--- src/rtl/seg_pkg.sv ---
// Shared definitions for the multiplexed 7-segment scan feeder:
// blank code, slot state encoding and the leading-zero blank mask.
package seg_pkg;

  localparam logic [3:0] BLANK_CODE = 4'hF;
  localparam int         MAX_DIGITS = 8;

  typedef enum logic {
    SHOW = 1'b0,
    DEAD = 1'b1
  } slot_state_t;

  // Bit i is set when digit i and every digit above it are zero.
  // Bit 0 is never set, so an all-zero value still shows a single "0".
  function automatic logic [MAX_DIGITS-1:0] lz_blank_mask(
    input logic [4*MAX_DIGITS-1:0] shadow,
    input int                      num_digits
  );
    logic run_zero;
    run_zero      = 1'b1;
    lz_blank_mask = '0;
    for (int i = MAX_DIGITS - 1; i > 0; i--) begin
      if (i < num_digits) begin
        run_zero         = run_zero & (shadow[4*i +: 4] == 4'h0);
        lz_blank_mask[i] = run_zero;
      end
    end
  endfunction

endpackage

--- src/rtl/seg_slot_timer.sv ---
// Slot sequencer: counts lit and dead-time cycles per digit and steps
// the digit index 0..NUM_DIGITS-1 in a repeating scan.
//
// state | meaning
// SHOW  | digit digit_idx is lit for REFRESH_DIV cycles
// DEAD  | all anodes off for DEAD_CYCLES cycles, then advance digit
module seg_slot_timer
  import seg_pkg::*;
#(
  parameter int NUM_DIGITS  = 4,
  parameter int REFRESH_DIV = 100000,
  parameter int DEAD_CYCLES = 2
) (
  input  logic                          clk,
  input  logic                          rst,
  output slot_state_t                   state,
  output logic [$clog2(NUM_DIGITS)-1:0] digit_idx
);

  localparam int IDX_W   = $clog2(NUM_DIGITS);
  localparam int CNT_MAX = (REFRESH_DIV > DEAD_CYCLES) ? REFRESH_DIV : DEAD_CYCLES;
  localparam int CNT_W   = $clog2(CNT_MAX);

  localparam logic [CNT_W-1:0] SHOW_LAST = CNT_W'(REFRESH_DIV - 1);
  localparam logic [CNT_W-1:0] DEAD_LAST = CNT_W'((DEAD_CYCLES > 0) ? DEAD_CYCLES - 1 : 0);
  localparam logic [IDX_W-1:0] IDX_LAST  = IDX_W'(NUM_DIGITS - 1);
  localparam bit               HAS_DEAD  = (DEAD_CYCLES > 0);

  slot_state_t      state_q, state_d;
  logic [CNT_W-1:0] cnt_q, cnt_d;
  logic [IDX_W-1:0] idx_q, idx_d;
  logic [IDX_W-1:0] idx_next;

  always_ff @(posedge clk or posedge rst) begin
    if (rst) begin
      state_q <= SHOW;
      cnt_q   <= '0;
      idx_q   <= '0;
    end else begin
      state_q <= state_d;
      cnt_q   <= cnt_d;
      idx_q   <= idx_d;
    end
  end

  always_comb begin
    state_d  = state_q;
    cnt_d    = cnt_q + CNT_W'(1);
    idx_d    = idx_q;
    idx_next = (idx_q == IDX_LAST) ? '0 : idx_q + IDX_W'(1);

    case (state_q)
      SHOW: begin
        if (cnt_q == SHOW_LAST) begin
          cnt_d = '0;
          if (HAS_DEAD) begin
            state_d = DEAD;
          end else begin
            idx_d = idx_next;
          end
        end
      end
      DEAD: begin
        if (cnt_q == DEAD_LAST) begin
          cnt_d   = '0;
          idx_d   = idx_next;
          state_d = SHOW;
        end
      end
      default: begin
        state_d = SHOW;
        cnt_d   = '0;
      end
    endcase
  end

  assign state     = state_q;
  assign digit_idx = idx_q;

endmodule

--- src/rtl/seg_scan_mux.sv ---
// Shadow-registered multi-digit BCD value time-multiplexed onto one shared
// active-low 7-segment decoder, with dead time and leading-zero blanking.
module seg_scan_mux
  import seg_pkg::*;
#(
  parameter int NUM_DIGITS  = 4,
  parameter int REFRESH_DIV = 100000,
  parameter int DEAD_CYCLES = 2
) (
  input  logic                          clk,
  input  logic                          rst,
  input  logic [4*NUM_DIGITS-1:0]       digits_in,
  input  logic                          load,
  input  logic [NUM_DIGITS-1:0]         dp_in,
  input  logic                          blank_lz,
  output logic [3:0]                    data_out,
  output logic [NUM_DIGITS-1:0]         an,
  output logic                          dp,
  output logic [$clog2(NUM_DIGITS)-1:0] digit_idx
);

  localparam int IDX_W = $clog2(NUM_DIGITS);

  logic [4*NUM_DIGITS-1:0] shadow_digits_q, shadow_digits_d;
  logic [NUM_DIGITS-1:0]   shadow_dp_q, shadow_dp_d;

  slot_state_t             slot_state;
  logic [IDX_W-1:0]        idx;
  logic [NUM_DIGITS-1:0]   lz_mask;
  logic [NUM_DIGITS-1:0]   an_sel;
  logic [3:0]              sel_code;
  logic                    sel_dp;
  logic                    sel_blank;

  seg_slot_timer #(
    .NUM_DIGITS  (NUM_DIGITS),
    .REFRESH_DIV (REFRESH_DIV),
    .DEAD_CYCLES (DEAD_CYCLES)
  ) u_timer (
    .clk       (clk),
    .rst       (rst),
    .state     (slot_state),
    .digit_idx (idx)
  );

  always_ff @(posedge clk or posedge rst) begin
    if (rst) begin
      shadow_digits_q <= '0;
      shadow_dp_q     <= '0;
    end else begin
      shadow_digits_q <= shadow_digits_d;
      shadow_dp_q     <= shadow_dp_d;
    end
  end

  always_comb begin
    shadow_digits_d = load ? digits_in : shadow_digits_q;
    shadow_dp_d     = load ? dp_in     : shadow_dp_q;
  end

  // Select the current digit's code, dp and blank flag from the shadow.
  always_comb begin
    lz_mask   = NUM_DIGITS'(lz_blank_mask((4*MAX_DIGITS)'(shadow_digits_q), NUM_DIGITS));
    an_sel    = '1;
    sel_code  = BLANK_CODE;
    sel_dp    = 1'b0;
    sel_blank = 1'b0;
    for (int i = 0; i < NUM_DIGITS; i++) begin
      if (idx == IDX_W'(i)) begin
        an_sel[i] = 1'b0;
        sel_code  = shadow_digits_q[4*i +: 4];
        sel_dp    = shadow_dp_q[i];
        sel_blank = lz_mask[i];
      end
    end
  end

  // rst gates the outputs directly so the display goes dark the moment it rises.
  always_comb begin
    an       = '1;
    data_out = BLANK_CODE;
    dp       = 1'b1;
    if (!rst && slot_state == SHOW) begin
      an       = an_sel;
      data_out = (blank_lz && sel_blank) ? BLANK_CODE : sel_code;
      dp       = ~sel_dp;
    end
  end

  assign digit_idx = idx;

endmodule

--- config.mk ---
export PLATFORM = sky130hd
export DESIGN_NAME = seg_scan_mux
export DESIGN_NICKNAME = d
export VERILOG_FILES = /design/src/rtl/seg_pkg.sv /design/src/rtl/seg_slot_timer.sv /design/src/rtl/seg_scan_mux.sv
export SDC_FILE = /design/constraint.sdc
export NUM_CORES = 1
export LEC_CHECK = 0
export BUFFER_PORTS_ARGS = -buffer_cell sky130_fd_sc_hd__buf_4
export CORE_AREA = 8 8 72 74
export DETAILED_ROUTE_END_ITERATION = 16
export DIE_AREA = 0 0 80 82
export PLACE_DENSITY = 0.84
export REMOVE_ABC_BUFFERS = 1
export SLEW_MARGIN = 20
export SYNTH_ARGS = -nofsm -noshare
export SYNTH_HDL_FRONTEND = slang
export SYNTH_SLANG_ARGS = --single-unit
--- constraint.sdc ---
create_clock -name clk -period 2.1 [get_ports clk]
set_input_delay 0.21 -clock clk [delete_from_list [all_inputs] [get_ports clk]]
set_output_delay 0.21 -clock clk [all_outputs]
set_load 0.01 [all_outputs]
==> results.ini <==
[status]
status=completed

[worst_hold_path]
hp-class=in -> async

[cells_and_area]
diodes=0
fin_area_um2=2550
final_cell_mix=buf_4, dfrtp_1, mux2_2
layout-drive-gt1-share=0.360
synthToLayoutAreaGrowth_pct=19.7
nFillCells=331
final_nets=257

[critical_path]
slowest_delay_ps=400
cp_data_arrival_time_ps=1790
slowest_stage=dfrtp_1
cp_max_fo=11
end_kind=primary output
crit_type=reg -> out
worst_setup_path_start_kind=flip-flop
r2r_slack_ps=400
cp_num_buf_inv=2
cp_top_family=flip-flops
required_ps=1890
path_cells=inv_1, ha_4, nor2b_2, a21oi_1, o21a_1, nand3_1, buf_4

[die]
ioPinCount=35
die_w_um=80
die_area_um2=6560
start_util=0.514
fp.coreArea_um2=4140
fp-row-count=24
die_y_um=82

[detailed_routing]
drt_iter0_drc=62
drc=0
detail_route.wl_per_cell_um=16.9
wirelength_um=4740
dr.pass1.iters=5
via_per_inst=5.71
vias=1599
ant_nets=0

[logic_synthesis]
synthFlopType=dfrtp_1
synthArstFlopShare=1.00
synth.avg_cell_area_um2=11.3
synthesis.area_um2=2130
synth-seq-area-share=0.469
ys_ff_latch=40
ys.warnings.count=0
yosys.cell_types.count=37
synth_edf_count=0
syn_inst=189

[placement]
dpl_worst_slack_ps=234
dpl.hpwl_um=3480
placed_area_um2=2430
place.gp.congestion=0.837
port_buffers=34

[power]
ir_drop_v=0.000331
pwr_density_cell_nw_per_um2=591
p_leak_uw=0.00106
power_uw=1510

[sta]
worstMarginPinSlew_ps=809
fin_skew_ps=6.82
finalCriticalPeriod_ps=2000
setup_ws_ps=97.1
finalSetupViolations=0
hold_violations=0
slew_viol_final=0
relSlewSlack=0.460
achievable-frequency_mhz=499
fin_crit_sh=0.954

[clock_tree]
clockRootBuffer=clkbuf_8
cts_tree=built
numCtsBuffers=5
clockBufferDepth=2
clk_latency_ps=290
cts_hold_buf=0
h-tree-depth=2
cts.sinks=40
path_clk_slew_ps=80

[global_routing]
track_usage=0.148
gr-total-overflow=0
grt_first_pass_wirelength_um=7560
grt_max_degree=23
grt_pass1_vias=1580
antenna_found_initial=0

[job]
cap_violations=0

-- synthesized netlist by cell type (all sizes together), types with 4 or more instances --
cell    instances  share of area
mux2           22           0.12
ha              6          0.035
nand4           8          0.033
clkbuf          5         0.0088
nor4            6          0.038
nor3b           5          0.020
o21ai           5          0.012
nand3          11          0.026
nor2b           6          0.018
dfrtp          40           0.47
nor2           14          0.026
xnor2          13          0.053
nor3            5          0.014
a21oi           6          0.014
inv             7          0.012
o31ai           4          0.014
nand2          11          0.019
-- worst paths after layout --
kind	start	end	depth (start not counted)
max	u_timer.digit_idx[1]$_DFFE_PP0P_	data_out[1]	7
min	rst	shadow_digits_q[7]$_DFFE_PP0P_	2
max reg2reg	u_timer.cnt_q[9]$_DFF_PP0_	u_timer.digit_idx[0]$_DFFE_PP0P_	4
min reg2reg	shadow_digits_q[2]$_DFFE_PP0P_	shadow_digits_q[2]$_DFFE_PP0P_	1
max in group asynchronous	rst	u_timer.cnt_q[12]$_DFF_PP0_	3
min in group clk	digits_in[9]	shadow_digits_q[9]$_DFFE_PP0P_	2
-- sequential cells by signal, indices dropped and copies added, names as in the netlist --
| register | cells |
|---|---|
| shadow_digits_q | 16 |
| shadow_dp_q | 4 |
| u_timer.cnt_q | 17 |
| u_timer.digit_idx | 2 |
| u_timer.state | 1 |
-- per-layer routing --
layer / routed length [µm] / global-route usage
met1: 1940 / 0.165
met2: 2390 / 0.254
met3: 322 / 0.0416
met4: 81 / 0.0745
met5: 0 / 0
-- kinds of logic (layout without fill, tap and decap cells) --
group,Yosys count,after routing,share of synthesized area
AOI/OAI and AO/OA,19,19,0.0593
muxes,22,22,0.116
xor gates and xnor gates,15,15,0.0616
DFF,40,40,0.469
buffers and inverters,15,54,0.0352
and+or+nand+nor,72,72,0.223
adders and majority gates,6,6,0.0352
-- report_power, final --
group          switching [µW]  total [µW]  internal [µW]
clock network             255         523            268
logic                    62.8         150           87.2
registers                27.5         836            809
-- stage by stage --
| stage | util | std cells | TNS (ps) | hold slack (ps) |
|---|---|---|---|---|
| final | 0.616 | 280 | 0 | 84.4 |
| after global routing | 0.616 | 280 | -26.8 | 144 |
| after CTS | 0.608 | 278 | 0 | 115 |
| after detailed placement | 0.585 | 270 | 0 | 433 |
| after global placement | 0.585 | 270 | 0 | 429 |
| after floorplan | - | 181 | 0 | 362 |
-- repair_timing --
action,CTS,global route
gates resized for setup,1,5
setup buffers,0,2
endpoints found under the setup margin,4,5
-- layout make-up --
class                      instances  area, µm²  area share
inverter                           7       26.3      0.0103
tap                               52       65.1      0.0255
clock buffer                       8       90.1      0.0353
timing repair buffer              39        293       0.115
sequential                        40       1000       0.393
multi-input combinational        134       1080       0.422
Note: power is estimated with default switching activity, not from simulation.
